==> src/rtl/clk_div_param.sv <==
// Programmable integer clock divider: N = active_ratio, updated through a
// four-phase handshake, with a glitch-free bypass mux. Define CLKDIV_ODD_DUTY50_EN for 50% duty on odd N.
module clk_div_param #(
    parameter int RATIO_W     = 12,
    parameter int RESET_RATIO = 2
) (
    input  logic               clkin,
    input  logic               rstb,
    input  logic               bypass,
    input  logic [RATIO_W-1:0] ratio,
    input  logic               ratio_upd_req,
    output logic               ratio_upd_ack,
    output logic               ratio_err,
    output logic [RATIO_W-1:0] active_ratio,
    output logic               clkout
);

    typedef enum logic [1:0] {IDLE = 2'd0, PEND = 2'd1, ACK = 2'd2} hs_state_t;

    localparam logic [RATIO_W-1:0] RST_N  = RATIO_W'(RESET_RATIO);
    localparam logic [RATIO_W-1:0] ONE_N  = RATIO_W'(1);
    localparam logic [RATIO_W-1:0] TWO_N  = RATIO_W'(2);
    localparam logic [RATIO_W:0]   ONE_W  = (RATIO_W + 1)'(1);

    logic [1:0]         bp_sync, req_sync;
    logic               bp_s, req_s;
    logic [RATIO_W-1:0] cnt, cnt_next, n_eff;
    logic [RATIO_W:0]   hi_thr;
    logic               period_start, upd_ok, load;
    logic               div_q, div_d, div_out, sel;
    hs_state_t          state, state_nx;

    always_ff @(posedge clkin or negedge rstb) begin
        if (!rstb) begin
            bp_sync  <= '0;
            req_sync <= '0;
        end else begin
            bp_sync  <= {bp_sync[0], bypass};
            req_sync <= {req_sync[0], ratio_upd_req};
        end
    end

    assign bp_s  = bp_sync[1];
    assign req_s = req_sync[1];

    assign cnt_next     = (cnt == active_ratio - ONE_N) ? '0 : cnt + ONE_N;
    assign period_start = (cnt_next == '0);
    assign upd_ok       = (ratio >= TWO_N);

    // The period that begins on the accepting edge already takes the new split.
    assign n_eff = (load && upd_ok) ? ratio : active_ratio;

`ifdef CLKDIV_ODD_DUTY50_EN
    // Odd N: div_q is high floor(N/2) cycles; the negedge copy adds half a cycle.
    assign hi_thr = {1'b0, n_eff} >> 1;
`else
    assign hi_thr = ({1'b0, n_eff} + ONE_W) >> 1;
`endif

    assign div_d = ({1'b0, cnt_next} < hi_thr);

    always_comb begin
        state_nx = state;
        load     = 1'b0;
        case (state)
            IDLE: if (req_s) state_nx = PEND;
            PEND: if (period_start) begin
                state_nx = ACK;
                load     = 1'b1;
            end
            ACK:  if (!req_s) state_nx = IDLE;
            default: state_nx = IDLE;
        endcase
    end

    always_ff @(posedge clkin or negedge rstb) begin
        if (!rstb) begin
            state        <= IDLE;
            cnt          <= RST_N - ONE_N;
            div_q        <= 1'b0;
            sel          <= 1'b0;
            active_ratio <= RST_N;
            ratio_err    <= 1'b0;
        end else begin
            state <= state_nx;
            cnt   <= cnt_next;
            div_q <= div_d;
            if (period_start) sel <= bp_s;
            if (load) begin
                ratio_err <= ~upd_ok;
                if (upd_ok) active_ratio <= ratio;
            end
        end
    end

`ifdef CLKDIV_ODD_DUTY50_EN
    logic div_n;

    always_ff @(negedge clkin or negedge rstb) begin
        if (!rstb) div_n <= 1'b0;
        else       div_n <= div_q;
    end

    assign div_out = div_q | (active_ratio[0] & div_n);
`else
    assign div_out = div_q;
`endif

    assign ratio_upd_ack = (state == ACK);
    assign clkout        = sel ? clkin : div_out;

endmodule

==> config.mk <==
export PLATFORM = sky130hd
export DESIGN_NAME = clk_div_param
export DESIGN_NICKNAME = d
export VERILOG_FILES = /design/src/rtl/clk_div_param.sv
export SDC_FILE = /design/constraint.sdc
export NUM_CORES = 1
export LEC_CHECK = 0
export ABC_AREA = 1
export CORE_ASPECT_RATIO = 1.25
export CORE_MARGIN = 2
export CORE_UTILIZATION = 52
export CTS_BUF_LIST = sky130_fd_sc_hd__clkbuf_16
export DETAILED_ROUTE_END_ITERATION = 6
export GPL_TIMING_DRIVEN = 0
export PLACE_DENSITY_LB_ADDON = 0.12
export SKIP_LAST_GASP = 1
export SLEW_MARGIN = 20
export SYNTH_ARGS = -nofsm -noshare
export SYNTH_HDL_FRONTEND = slang
export SYNTH_SLANG_ARGS = --single-unit
==> constraint.sdc <==
create_clock -name clkin -period 4.71 [get_ports clkin]
set_input_delay 0.942 -clock clkin [delete_from_list [all_inputs] [get_ports clkin]]
set_output_delay 0.942 -clock clkin [all_outputs]
set_load 0.05 [all_outputs]
==> reports/qor.csv <==
metric,value,unit
status,"complete, no violations",
crit end category,flip-flop,
Power Density,214.9,nW/um^2
post-synth cell types,36,
Setup CP Type,reg -> reg,
IR Drop Worst-Case VDD,0.3315,mV
max_cap viols,0,
Fmax achieved,227.4,MHz
Leak,1.835,nW
Ys Warns,0,
antenna-violating nets left,0,
Tmin final,4397,ps
final WL,6.460,mm
Cells after Synth,386,
Top delay family on crit path,simple AND/OR/NAND/NOR gates,
Final Max Slew Viols,0,
"Area growth, synth to finish",27.08,%
first-pass GRT wire length,10.64,mm
Post-Syn Area,2716,sq um
clock latency on the worst-skew pair,390,ps
DRC errors left,0,
Initial DRT Pass Iterations,4,
"Seq/Total Area, Yosys",0.3049,
Clock Skews,3.191,ps
largest net degree at the start of global routing,34,
CTS tree,yes,
Synth top area share,0.2856,
all-layer global routing usage,0.2453,
placed wire-length estimate,4.924,mm
CP Launch Type,flip-flop,
"Slowest-stage cell, CP",dfstp_2,
Worst path most repeated cell,nand2_1,
total number of vias,2522,
Final Hold Fails,0,
die width,68.65,microns
Synth Area per Inst,7.037,sq um
Seq. cell area,828.3,sq um
Initial Util,0.5386,
die height,84.81,microns
Worst-path clk slew,50,ps
total gr overflow,0,
Max stage delay on crit path,550,ps
port bufs,30,
Sum Neg Setup Slack,0,ps
Crit path buffers/inverters,5,
syn_nets,416,
critical path peak fanout,6,
initial antenna violation count,0,
final setup fails,0,
CTS Hold Bufs,0,
top post-synthesis cells by area,"dfrtp_1, nand2_1, inv_1, ha_1, nand3_1",
# diodes,0,
Slew headroom,0.5831,
"non-filler cells, final",500,
fillers,426,
Layout Nets,467,
multi-input logic area,1649,sq um
die area,5821,sq um
worst slew pin tran,619.6,ps
placed cell count,479,
fraction of layout cells with a size suffix above 1,0.1872,
reg2reg setup slack,310,ps
initial DRC count,81,
Required @ worst endpoint,5000,ps
vias in the first global route,2447,
Crit path arrival time,4690,ps
Final period util,0.9336,
I/O pins,31,
GP Congestion,0.8588,
hold crit path type,reg -> reg,
row count,29,
"area leader, netlist",dfrtp_1,
core area,5044,sq um
Wirelength per Cell,12.92,microns
DR vias/cell,5.044,
"FF+latch count, synth",33,
area by class of cell:
class	count	share of cell area
buffer	2	0.009061
inverter	70	0.07611
tap	62	0.02247
multi-input combinational	281	0.4777
clock buffer	9	0.06089
sequential	33	0.2399
timing repair buffer	40	0.1102
clock inverter	3	0.003625
metrics by stage:
stage               area (sq um)  setup WS [ps]  power [mW]  hold slack [ps]    util
floorplan                   2716          374.4      0.2925            331.2       -
global placement            3094         -147.7      0.3125            336.9  0.6135
detailed placement          3109         -165.9      0.3145            337.1  0.6165
CTS                         3342          22.14      0.7471            363.3  0.6626
global route                3452         -12.42      0.7654            370.0  0.6844
finish                      3452          312.5      0.7419            361.2  0.6844
flip-flops by register name, summed over array words and instances (netlist names):
name          flops
active_ratio     12
bp_sync           2
cnt              12
div_out           1
ratio_err         1
req_sync          2
sel               1
state             2
cells in the mapped netlist:
| library cell | instances |
|---|---|
| nand3_1 | 19 |
| o21ai_2 | 2 |
| nand3_4 | 3 |
| nand4_1 | 10 |
| nor2_4 | 4 |
| o21ai_4 | 1 |
| nor2_1 | 20 |
| nand3_2 | 3 |
| nor2_2 | 8 |
| nor4_1 | 3 |
| nor2_8 | 3 |
| ha_1 | 14 |
| or2_1 | 1 |
| and2_1 | 1 |
| xor2_1 | 9 |
| inv_1 | 60 |
| dfstp_2 | 2 |
| a221oi_1 | 1 |
| nand2_4 | 2 |
| nand2_1 | 135 |
| nor3_1 | 1 |
| clkinv_1 | 3 |
| nor3_2 | 1 |
| xnor2_1 | 5 |
| o21ai_1 | 2 |
| a21oi_1 | 7 |
| o21a_4 | 1 |
| dfrtp_1 | 31 |
| o31ai_1 | 1 |
| buf_6 | 2 |
| o41ai_1 | 1 |
| inv_2 | 7 |
| o21bai_1 | 1 |
| nand2_2 | 12 |
| o21ai_0 | 7 |
| nand3b_1 | 3 |
power breakdown:
part	total (mW)	switching, mW	internal (mW)	leakage (nW)
registers	0.286	0.000610	0.286	0.388
logic	0.0229	0.0101	0.0128	1.34
clock network	0.433	0.134	0.299	0.110
total	0.742	0.144	0.598	1.84
logic make-up (layout without fill, tap and decap cells):
group	Yosys count	count (layout)	share of synthesized area
AND/OR/NAND/NOR	229	229	0.4210
adder cells (fa/ha/maj)	14	14	0.06449
AO/OA/AOI/OAI	24	24	0.05942
buffers and inverters	72	124	0.1050
flip-flops	33	33	0.3049
XOR/XNOR	14	14	0.04514
final timing paths:
path / startpoint / to / cells past startpoint
max: active_ratio[1]$_DFFE_PN1N_ / div_out$_DFF_PN0_ / 28
min: req_sync[0]$_DFF_PN0_ / req_sync[1]$_DFF_PN0_ / 0
max reg2reg: active_ratio[1]$_DFFE_PN1N_ / div_out$_DFF_PN0_ / 28
min reg2reg: req_sync[0]$_DFF_PN0_ / req_sync[1]$_DFF_PN0_ / 0
max in group asynchronous: rstb / cnt[0]$_DFF_PN1_ / 2
min in group asynchronous: rstb / req_sync[0]$_DFF_PN0_ / 2
routing by layer:
metal  GRT usage  part of all wire  vias to the layer above
li1            -                 -                     1304
met1      0.2880              0.42                     1146
met2      0.4170              0.51                       50
met3     0.04021             0.025                       22
met4      0.1218             0.044                        0
met5           0                 0                        -
what timing repair did:
item,in CTS,in global routing
buffers inserted,1,9
endpoints found under the setup margin,1,1
gates resized for setup,4,10
pin swaps,2,7
cell usage in the layout (no fill, tap or decap), drive strengths merged:
cell	synthesis	layout
nor2	35	35
a21oi	7	7
o21bai	1	1
o21a	1	1
nand3	25	25
clkdlybuf4s50	0	29
or2	1	1
dfstp	2	2
and2	1	1
clkinv	3	6
ha	14	14
o41ai	1	1
o21ai	12	12
nor3	2	2
xor2	9	9
nand2	149	149
inv	67	67
xnor2	5	5
nand3b	3	3
o31ai	1	1
buf	2	14
nand4	10	10
dfrtp	31	31
a221oi	1	1
nor4	3	3
clkbuf	0	8
Power figures use the tool's default switching activity.
